--- src/rtl/unified_mem_arbiter.sv ---
// Shares one single-port word memory between fetch and data; data wins unless fetch has lost MAX_DSTREAK contended cycles.
// Same-cycle ready with no buffering (a denied requester holds its request); read response one cycle after accept.
module unified_mem_arbiter #(
  parameter int AW          = 12,
  parameter int MAX_DSTREAK = 4
) (
  input  logic          clk,
  input  logic          reset_n,
  input  logic          if_req,
  input  logic [AW-1:0] if_addr,
  output logic          if_ready,
  output logic          if_rvalid,
  input  logic          d_req,
  input  logic          d_we,
  input  logic [3:0]    d_wstrb,
  input  logic [AW-1:0] d_addr,
  input  logic [31:0]   d_wdata,
  output logic          d_ready,
  output logic          d_rvalid,
  output logic          mem_en,
  output logic [3:0]    mem_wstrb,
  output logic [AW-3:0] mem_addr,
  output logic [31:0]   mem_wdata,
  input  logic [31:0]   mem_rdata,
  output logic [15:0]   conflict_cnt
);

  localparam int            SW         = $clog2(MAX_DSTREAK + 1);
  localparam logic [SW-1:0] STREAK_MAX = SW'(MAX_DSTREAK);

  typedef enum logic [1:0] {
    RSP_NONE = 2'b00,
    RSP_IF   = 2'b01,
    RSP_D    = 2'b10
  } rsp_e;

  logic [SW-1:0] streak_q;
  rsp_e          rsp_q;
  rsp_e          rsp_d;
  logic          grant_if;
  logic          grant_d;
  logic          streak_full;

  assign streak_full = (streak_q == STREAK_MAX);

  // No grants at all while reset is held, even though requests may be up.
  always_comb begin
    grant_if = 1'b0;
    grant_d  = 1'b0;
    if (reset_n) begin
      if (if_req && (!d_req || streak_full)) begin
        grant_if = 1'b1;
      end else if (d_req) begin
        grant_d = 1'b1;
      end
    end
  end

  // Counts only data wins that actually cost fetch a cycle.
  always_ff @(posedge clk or negedge reset_n) begin
    if (!reset_n) begin
      streak_q <= '0;
    end else if (grant_if) begin
      streak_q <= '0;
    end else if (grant_d && if_req) begin
      streak_q <= streak_q + SW'(1);
    end
  end

  always_comb begin
    rsp_d = RSP_NONE;
    if (grant_if) begin
      rsp_d = RSP_IF;
    end else if (grant_d && !d_we) begin
      rsp_d = RSP_D;
    end
  end

  always_ff @(posedge clk or negedge reset_n) begin
    if (!reset_n) begin
      rsp_q <= RSP_NONE;
    end else begin
      rsp_q <= rsp_d;
    end
  end

  assign if_rvalid = (rsp_q == RSP_IF);
  assign d_rvalid  = (rsp_q == RSP_D);

  always_ff @(posedge clk or negedge reset_n) begin
    if (!reset_n) begin
      conflict_cnt <= '0;
    end else if (if_req && !grant_if && (conflict_cnt != 16'hFFFF)) begin
      conflict_cnt <= conflict_cnt + 16'd1;
    end
  end

  assign if_ready  = grant_if;
  assign d_ready   = grant_d;
  assign mem_en    = grant_if | grant_d;
  assign mem_addr  = grant_d ? d_addr[AW-1:2] : if_addr[AW-1:2];
  assign mem_wstrb = (grant_d && d_we) ? d_wstrb : 4'b0000;
  assign mem_wdata = d_wdata;

  // Requesters tap memory read data directly; this block only qualifies it with rvalid.
  logic unused_inputs;
  assign unused_inputs = ^{if_addr[1:0], d_addr[1:0], mem_rdata};

endmodule

--- config.mk ---
export PLATFORM = sky130hd
export DESIGN_NAME = unified_mem_arbiter
export DESIGN_NICKNAME = d
export VERILOG_FILES = /design/src/rtl/unified_mem_arbiter.sv
export SDC_FILE = /design/constraint.sdc
export NUM_CORES = 1
export LEC_CHECK = 0
export ABC_AREA = 1
export ABC_CLOCK_PERIOD_IN_PS = 3200
export CELL_PAD_IN_SITES_DETAIL_PLACEMENT = 0
export CELL_PAD_IN_SITES_GLOBAL_PLACEMENT = 2
export CORE_MARGIN = 4
export CORE_UTILIZATION = 14
export DETAILED_ROUTE_END_ITERATION = 6
export HOLD_SLACK_MARGIN = 0.06
export MAX_ROUTING_LAYER = met4
export PLACE_DENSITY_LB_ADDON = 0.05
export SLEW_MARGIN = 20
export SYNTH_ARGS = -nofsm -noshare
export SYNTH_HDL_FRONTEND = slang
export SYNTH_SLANG_ARGS = --single-unit
export TNS_END_PERCENT = 100
--- constraint.sdc ---
create_clock -name clk -period 3.2 [get_ports clk]
set_input_delay 0.64 -clock clk [delete_from_list [all_inputs] [get_ports clk]]
set_output_delay 0.64 -clock clk [all_outputs]
set_load 0.01 [all_outputs]
Word-level counts from Yosys, hierarchy flattened

Index checks and enable logic that the tools add are counted.
Widths: inputs -> output; s select.

Bits in registers: 21
Input bits: 97
Output and inout bits: 67
Word-level logic and storage cells: 32

Bitwise logic cells: 1
Equality and inequality tests: 4
Multiplexer cells: 11
$add $sub $neg: 2
Reductions and logical operators: 11

Operators by type and width:

| kind                  | count |
|---|---|
| $add 16x1->16 const B | 1 |
| $ne 16x16->1 const B  | 1 |
| $mux 10               | 1 |
| $logic_and 1x1->1     | 6 |
| $mux 3                | 2 |
| $mux 1                | 5 |
| $mux 2                | 2 |
| $mux 4                | 1 |
| $add 3x1->3 const B   | 1 |
| $eq 3x3->1 const B    | 1 |
| $logic_not 1->1       | 3 |
| $eq 2x1->1 const B    | 1 |
| $eq 2x2->1 const B    | 1 |
| $reduce_bool 2->1     | 1 |
| $logic_or 1x1->1      | 1 |
| $or 1x1->1            | 1 |

Logic depth before layout (Yosys ltp)

Gate-level depths: netlist (run 1).

Word-level depth: 8
Gate-level depth with buffers: 9
Mapped depth without buffers: 9

Worst setup path after synthesis (run 1)

Ideal clock, no wire load.

Path type: input to output
Start point: input if_req
End point: output mem_addr[0]
Path buffers: 1
Data arrival time: 1.424 ns
Cell stages on the path: 6
Required time: 2.560 ns
Slack: 1.136 ns
Cell sequence: inv_1 -> a21oi_1 -> nor2_1 -> buf_2 -> nand2_1 -> nand2_1

Longest elaborated chain between the ends: 4

Ends and longest elaborated chain:

| element           | line | text |
|---|---|---|
| from (decl)       | 9    | `input logic if_req,` |
| $logic_and 1x1->1 | 51   | `if (if_req && (!d_req \|\| streak_full)) begin` |
| $mux 1            | 51   |  |
| $mux 1            | 50   | `if (reset_n) begin` |
| via d_ready       | 18   | `output logic d_ready,` |
| $mux 10           | 101  | `assign mem_addr = grant_d ? d_addr[AW-1:2] : if_addr[AW-1:2];` |
| to (decl)         | 22   | `output logic [AW-3:0] mem_addr,` |

The timed path passes the listed nets, and every way through them passes these cells.

Worst setup path in the final report (run 1)

Start point: input reset_n
End point: output mem_wstrb[0]

Longest elaborated chain between the ends: 3

Ends and longest elaborated chain:

| element           | line | text |
|---|---|---|
| from (decl)       | 8    | `input logic reset_n,` |
| $mux 1            | 50   |  |
| $logic_and 1x1->1 | 102  | `assign mem_wstrb = (grant_d && d_we) ? d_wstrb : 4'b0000;` |
| $mux 4            | 102  |  |
| to (decl)         | 21   | `output logic [3:0] mem_wstrb,` |

Every way passes these cells.

==> results by group, run 1 <==
Outcome
  • Status: finished clean

STA
  • Worst Skew: about 3 ps
  • Worst rel slew slack: between 70% and 80%
  • RSZ-0062 raised after global routing: false
  • Final-report max-slew violation count: 0
  • Hold Slack: roughly 540 ps
  • Final setup fails: 0
  • Final TNS setup: 0 ps
  • Period minus WS final: 2990 ps
  • Slew @ Worst Pin: 341 ps
  • Period utilization: approximately 94%
  • F_max: roughly 0.33 GHz
  • Hold Violations, Final: 0

Synth
  • Mux contribution to synthesized area: 0%
  • Syn avg cell area: approximately 6.6 um^2
  • XOR/XNOR Fraction of Synth Area: 3.59%
  • Synth warn: 0
  • Synth Net Count: between 300 and 400
  • Combinational family with the most area after synthesis: simple AND/OR/NAND/NOR gates
  • Cells after Synth: between 200 and 300
  • Synth Area in Compound Gates: 2.71%
  • Yosys cell types: 21
  • Simple-gate share of the synthesized area: about 39%
  • Synth Area in Adders: 2.20%
  • Synthesized flop and latch total: 21
  • Sequential-to-total area share from yosys stat: 30.8%
  • Mapped Area: 0.00171 mm^2

Layout
  • Most frequent cells in the layout: nand2_1 (107), clkdlybuf4s50_1 (63), inv_1 (24), nor2_1 (24), dfrtp_1 (21)
  • Nets: 397
  • ANT cells: 0
  • Area Growth Syn to Fin: 40.3%
  • Most common cell after layout, fill and taps aside: nand2_1
  • Share of layout cells above drive strength 1: between 5 and 6%

Run
  • Max Cap Viol: 0

Place
  • Detailed placer's ending HPWL: around 4700 um
  • RePlAce Congestion: between 0.6 and 0.7
  • Port Buffers: 63

Hold path
  • Hold endpoint: conflict_cnt[15]
  • Worst hold path class: reg -> reg
  • Hold path cells: 2
  • Hold Startpoint: conflict_cnt[15]

Global routing
  • Global-route wire length before repair: ~9000 um
  • GR Overflow Total: 0
  • Pin count of the biggest net entering global routing: 23
  • GRT Util Overall: 8.73%
  • Vias in the first global route: about 1.6k
  • Initial antenna violation count: 0

Worst setup path
  • Worst EP required: 2560 ps
  • Critical R2R Capture: conflict_cnt[0]
  • Critical path class: in -> out
  • Cell depth of the worst flop-to-flop path: 8
  • R2r setup slk: about 1400 ps
  • Critical path endpoint category: primary output
  • CP startpoint kind: input port
  • Worst flop-to-flop path startpoint: conflict_cnt[0]
  • Crit path from: reset_n
  • Crit path arrival time: 2350 ps
  • CP Max Fanout: 7

Detailed routing
  • Average wire per standard cell: about 13 um
  • Total Wirelength: roughly 5800 um
  • Iter 0 DRT Violations: between 60 and 70
  • Vias per inst: 3.56
  • Vias: 1577
  • Detail Route Antenna Nets: 0
  • First drt pass iteration count: 4
  • # DRC: 0

Pwr
  • Sw Share: 31.1%
  • Pleak: approximately 1.1 nW
  • P per Cell Area: approximately 370 mW/mm^2
  • Psw: around 0.00027 W
  • Seq pwr share: roughly two fifths
  • P_int: approximately 0.00061 W
  • Comb pwr share: approximately 30%
  • Clock share of power: 31.5%
  • Peak supply drop: between 150 and 200 uV

Floorplan
  • IO Count: 164
  • Core area: 0.0120 mm^2
  • Die Y: 118 um
  • # rows: 40
  • Die area: about 0.014 mm^2
  • Initial Util: roughly 14%
  • Die X-Extent: about 120 um

Clock tree
  • Num CTS Buffers: 3
  • Clk sinks: 21
  • CTS max path bufs: 2
  • CTS hold repair buffers: 0
  • # H-tree levels: 1
  • Skew-Pair Late Insertion Delay: ~260 ps
  • Root buffer cell: clkbuf_16
  • CTS clk-pin slew, worst paths: around 60 ps
  • CTS tree: built
state kept, by name, indices dropped and copies added (netlist names):
signal        count
rsp_q             2
streak_q          3
conflict_cnt     16
final cells by class:
cell class | instances | area, um^2
well taps | 147 | 184
flip-flops and latches | 21 | 526
multi-input cells | 175 | 817
fillers | 1330 | 9570
repair buffers | 69 | 688
inverters | 27 | 101
clock buffers | 4 | 78.8
how the worst max path moves through the flow:
stage,end,slack (ps),cells past startpoint
3_5_place_dp,mem_wstrb[0],120,7
5_1_grt,mem_wstrb[3],60,7
4_1_cts,mem_wstrb[0],120,7
2_1_floorplan,mem_addr[0],1140,6
6_report,mem_wstrb[0],210,7
3_3_place_gp,mem_wstrb[0],80,7
power by group through the flow:
stage | Clock (W) | Sequential (W) | Combinational, W
after floorplan | 0 | 0.000348 | 0.000147
after global placement | 0 | 0.000351 | 0.000269
after detailed placement | 0 | 0.000351 | 0.000266
after CTS | 0.000291 | 0.000346 | 0.000267
after global routing | 0.000301 | 0.000355 | 0.000291
final | 0.000278 | 0.000346 | 0.000260
cell usage after synthesis:
master / instances / area (um^2)
a21oi_1: 1 / 5.00
nor2_1: 25 / 93.8
nand3_2: 1 / 10.0
dfrtp_1: 21 / 526
buf_8: 1 / 15.0
ha_1: 3 / 37.5
inv_2: 2 / 7.51
nor2_4: 1 / 11.3
xnor2_1: 7 / 61.3
nand2_1: 107 / 402
buf_2: 2 / 10.0
o21ai_1: 1 / 5.00
inv_1: 24 / 90.1
nand3_1: 13 / 65.1
a21oi_4: 1 / 16.3
nand2_8: 1 / 20.0
nand4_1: 9 / 56.3
o21ai_0: 4 / 20.0
nand2_4: 1 / 11.3
buf_4: 32 / 240
clkinv_1: 1 / 3.75
metrics by stage:
step / util, % / total power (W) / area [um^2] / setup WS (ps) / instances
2_1_floorplan: - / 0.000495 / 1710 / 1140 / 258
3_3_place_gp: 19.3 / 0.000620 / 2310 / 83.7 / 439
3_5_place_dp: 19.3 / 0.000617 / 2310 / 120 / 439
4_1_cts: 20.0 / 0.000905 / 2390 / 117 / 443
5_1_grt: 20.0 / 0.000947 / 2390 / 58.8 / 443
6_report: 20.0 / 0.000884 / 2390 / 205 / 443
layer usage:
layer	GRT usage, %	wire, um	part of all wire [%]	vias to the layer above
li1	-	-	-	832
met1	11.2	2710	47	714
met2	13.9	2800	48	29
met3	1.87	222	3.8	2
met4	2.39	54	0.93	0
met5	-	0	0	-
cell families (layout without fill, tap and decap cells):
family / count (synthesis) / in the layout
compound gates: 7 / 7
xor+xnor: 7 / 7
fa+ha+maj: 3 / 3
buf+inv: 62 / 100
flops: 21 / 21
simple gates: 158 / 158
critical path, stage by stage:
cell and delay, ps:
clkdlybuf4s50_1 530, nand2_1 80, nor2_2 150, buf_4 180, nand2_1 110, nor2_1 100, clkdlybuf4s50_1 560
timing repair:
item	in CTS	in global routing
setup endpoints to repair	0	2
setup buffers	0	0
resized for setup	0	1
(Power assumes the default switching activity.)
==> run 2, diff against run 1 <==
--- a/config.mk
+++ b/config.mk
@@ -6,11 +6,12 @@
 export NUM_CORES = 1
 export LEC_CHECK = 0
 export ABC_AREA = 1
-export ABC_CLOCK_PERIOD_IN_PS = 3200
+export ABC_CLOCK_PERIOD_IN_PS = 3400
+export CAP_MARGIN = 30
 export CELL_PAD_IN_SITES_DETAIL_PLACEMENT = 0
 export CELL_PAD_IN_SITES_GLOBAL_PLACEMENT = 2
 export CORE_MARGIN = 4
-export CORE_UTILIZATION = 14
+export CORE_UTILIZATION = 13
 export DETAILED_ROUTE_END_ITERATION = 6
 export HOLD_SLACK_MARGIN = 0.06
 export MAX_ROUTING_LAYER = met4
==> constraint.sdc (replaced) <==
create_clock -name clk -period 3.4 [get_ports clk]
set_input_delay 0.68 -clock clk [delete_from_list [all_inputs] [get_ports clk]]
set_output_delay 0.68 -clock clk [all_outputs]
set_load 0.01 [all_outputs]
==> results by group, run 2 (synthesis results as in run 1) <==
Clock tree
  • Root buffer cell: clkbuf_16
  • Skew-Pair Late Insertion Delay: 260 ps
  • CTS max path bufs: 2
  • # H-tree levels: 1
  • CTS clk-pin slew, worst paths: roughly 60 ps
  • # resized after CTS: 0
  • CTS tree: built
  • Post-CTS Setup Inserts: 0
  • Clk sinks: 21
  • CTS hold repair buffers: 0
  • Num CTS Buffers: 3

Layout
  • Fillcell total: 1472
  • Final Instance Area: 0.00242 mm^2
  • Max reg flops: 16
  • Sequential Area: about 530 um^2
  • Nets: a little under 400
  • Biggest regs: conflict_cnt (16), streak_q (3), rsp_q (2)
  • Area Growth Syn to Fin: 41.6%
  • Most common cell after layout, fill and taps aside: nand2_1
  • ANT cells: 0
  • Largest register by flop count: conflict_cnt
  • Multi-input gate area: 815 um^2
  • Share of layout cells above drive strength 1: roughly 5%
  • Fin cells: around 470
  • Most frequent cells in the layout: nand2_1 (107), clkdlybuf4s50_1 (63), nor2_1 (25), inv_1 (24), dfrtp_1 (21)

Place
  • Detailed placer's ending HPWL: roughly 4800 um
  • Placed cell count: about 460
  • Port Buffers: 63
  • RePlAce Congestion: around 0.66
  • Placed cell areas: ~0.0023 mm^2

Detailed routing
  • Iter 0 DRT Violations: 86
  • Total Wirelength: about 6100 um
  • Detail Route Antenna Nets: 0
  • Average wire per standard cell: between 10 and 15 um
  • First drt pass iteration count: 4
  • Vias: between 1.5k and 2k
  • Vias per inst: roughly 3.4
  • # DRC: 0

Floorplan
  • # rows: 41
  • Die Y: approximately 120 um
  • IO Count: roughly 160
  • Die X-Extent: 123 um
  • Die area: approximately 0.015 mm^2
  • Core area: around 0.013 mm^2
  • Initial Util: a little over an eighth

STA
  • Period utilization: 93.5%
  • RSZ-0062 raised after global routing: false
  • Worst Skew: 5.00 ps
  • Final-report max-slew violation count: 0
  • Hold Violations, Final: 0
  • Worst rel slew slack: between 70% and 80%
  • Hold Slack: ~530 ps
  • Period minus WS final: about 3200 ps
  • Final TNS setup: 0 ps
  • Slew @ Worst Pin: around 350 ps
  • F_max: 0.315 GHz
  • Final setup fails: 0

Pwr
  • P per Cell Area: around 350 mW/mm^2
  • Peak supply drop: between 150 and 200 uV
  • Comb pwr share: between 20% and 30%
  • Pleak: between 1 and 1.5 nW
  • Sw Share: 31.6%
  • Clock share of power: 32.2%
  • Psw: ~0.00026 W
  • Seq pwr share: between 30% and 40%
  • P_int: approximately 0.00057 W
  • Power Total: 0.000837 W

Global routing
  • GRT Util Overall: ~8.9%
  • Initial antenna violation count: 0
  • Vias in the first global route: 1722
  • GR Overflow Total: 0
  • Global-route wire length before repair: slightly below 10000 um
  • Pin count of the biggest net entering global routing: 23

Worst setup path
  • CP startpoint kind: input port
  • Slowest-stage cell, CP: clkdlybuf4s50_1
  • Worst path cell trace: clkdlybuf4s50_1 -> inv_1 -> a21oi_1 -> nor2_1 -> inv_1 -> buf_12 -> nand2_1 -> nand2_1 -> clkdlybuf4s50_1
  • Crit path arrival time: around 2500 ps
  • Worst EP required: 2720 ps
  • CP Max Fanout: 10
  • Critical path endpoint category: primary output
  • Max incr delay on CP: between 500 and 600 ps
  • Critical path class: in -> out

Hold path
  • Worst hold path class: reg -> reg

Run
  • Max Cap Viol: 0

Outcome
  • Status: finished clean
==> run 2: changes by cell type in the layout (fill, tap and decap cells not counted) <==
cell	before	now
nor2_1	24	25
buf_4	5	4
nor2_2	1	0
==> run 2: power groups by stage <==
stage | registers, W | clock network, W | logic [W]
CTS | 0.000325 | 0.000284 | 0.000252
global placement | 0.000329 | 0 | 0.000254
finish | 0.000324 | 0.000270 | 0.000244
detailed placement | 0.000330 | 0 | 0.000251
floorplan | 0.000327 | 0 | 0.000139
global route | 0.000332 | 0.000293 | 0.000275
==> run 2: layer usage <==
layer	part of all wire [%]	vias up	track usage, %
met3	3.4	6	1.71
met4	1.2	0	2.52
met1	46	716	11.2
met5	0	-	-
met2	49	35	14.8
li1	-	839	-
==> run 2: critical path: cells and delay by family <==
family | cells | cell delay (ps)
and+or+nand+nor | 3 | 200
buffers and inverters | 5 | 1460
AOI/OAI and AO/OA | 1 | 160
==> run 2: worst paths after layout <==
| kind | cells after the start | to | from | slack (ps) |
|---|---|---|---|---|
| setup / recovery | 9 | mem_addr[0] | if_req | 220 |
| hold / removal | 2 | streak_q[1] | streak_q[1] | 530 |
| setup reg to reg | 8 | conflict_cnt[14] | conflict_cnt[0] | 1590 |
| hold reg to reg | 2 | streak_q[1] | streak_q[1] | 530 |
| max in group asynchronous | 3 | conflict_cnt[2] | reset_n | 2130 |
| min in group asynchronous | 3 | conflict_cnt[12] | reset_n | 1010 |
==> run 2: area by class of cell <==
| type | count | area share (%) |
|---|---|---|
| inverter | 27 | 4.19 |
| clock buffer | 4 | 3.26 |
| sequential | 21 | 21.8 |
| tap | 172 | 8.91 |
| timing repair buffer | 68 | 28.2 |
| multi-input combinational | 175 | 33.7 |
==> run 2: through the flow <==
step | utilization (%) | worst slack, ps
after floorplan | - | 1260
after global placement | 18.4 | 140
after detailed placement | 18.4 | 197
after CTS | 19.0 | 177
after global routing | 19.0 | 13.4
final | 19.0 | 222
==> run 3, diff against run 2 <==
--- a/config.mk
+++ b/config.mk
@@ -7,7 +7,7 @@
 export LEC_CHECK = 0
 export ABC_AREA = 1
 export ABC_CLOCK_PERIOD_IN_PS = 3400
-export CAP_MARGIN = 30
+export CAP_MARGIN = 20
 export CELL_PAD_IN_SITES_DETAIL_PLACEMENT = 0
 export CELL_PAD_IN_SITES_GLOBAL_PLACEMENT = 2
 export CORE_MARGIN = 4
==> results of run 3 <==
Same layout as run 2: the final DEF is identical, and so are final timing and power.
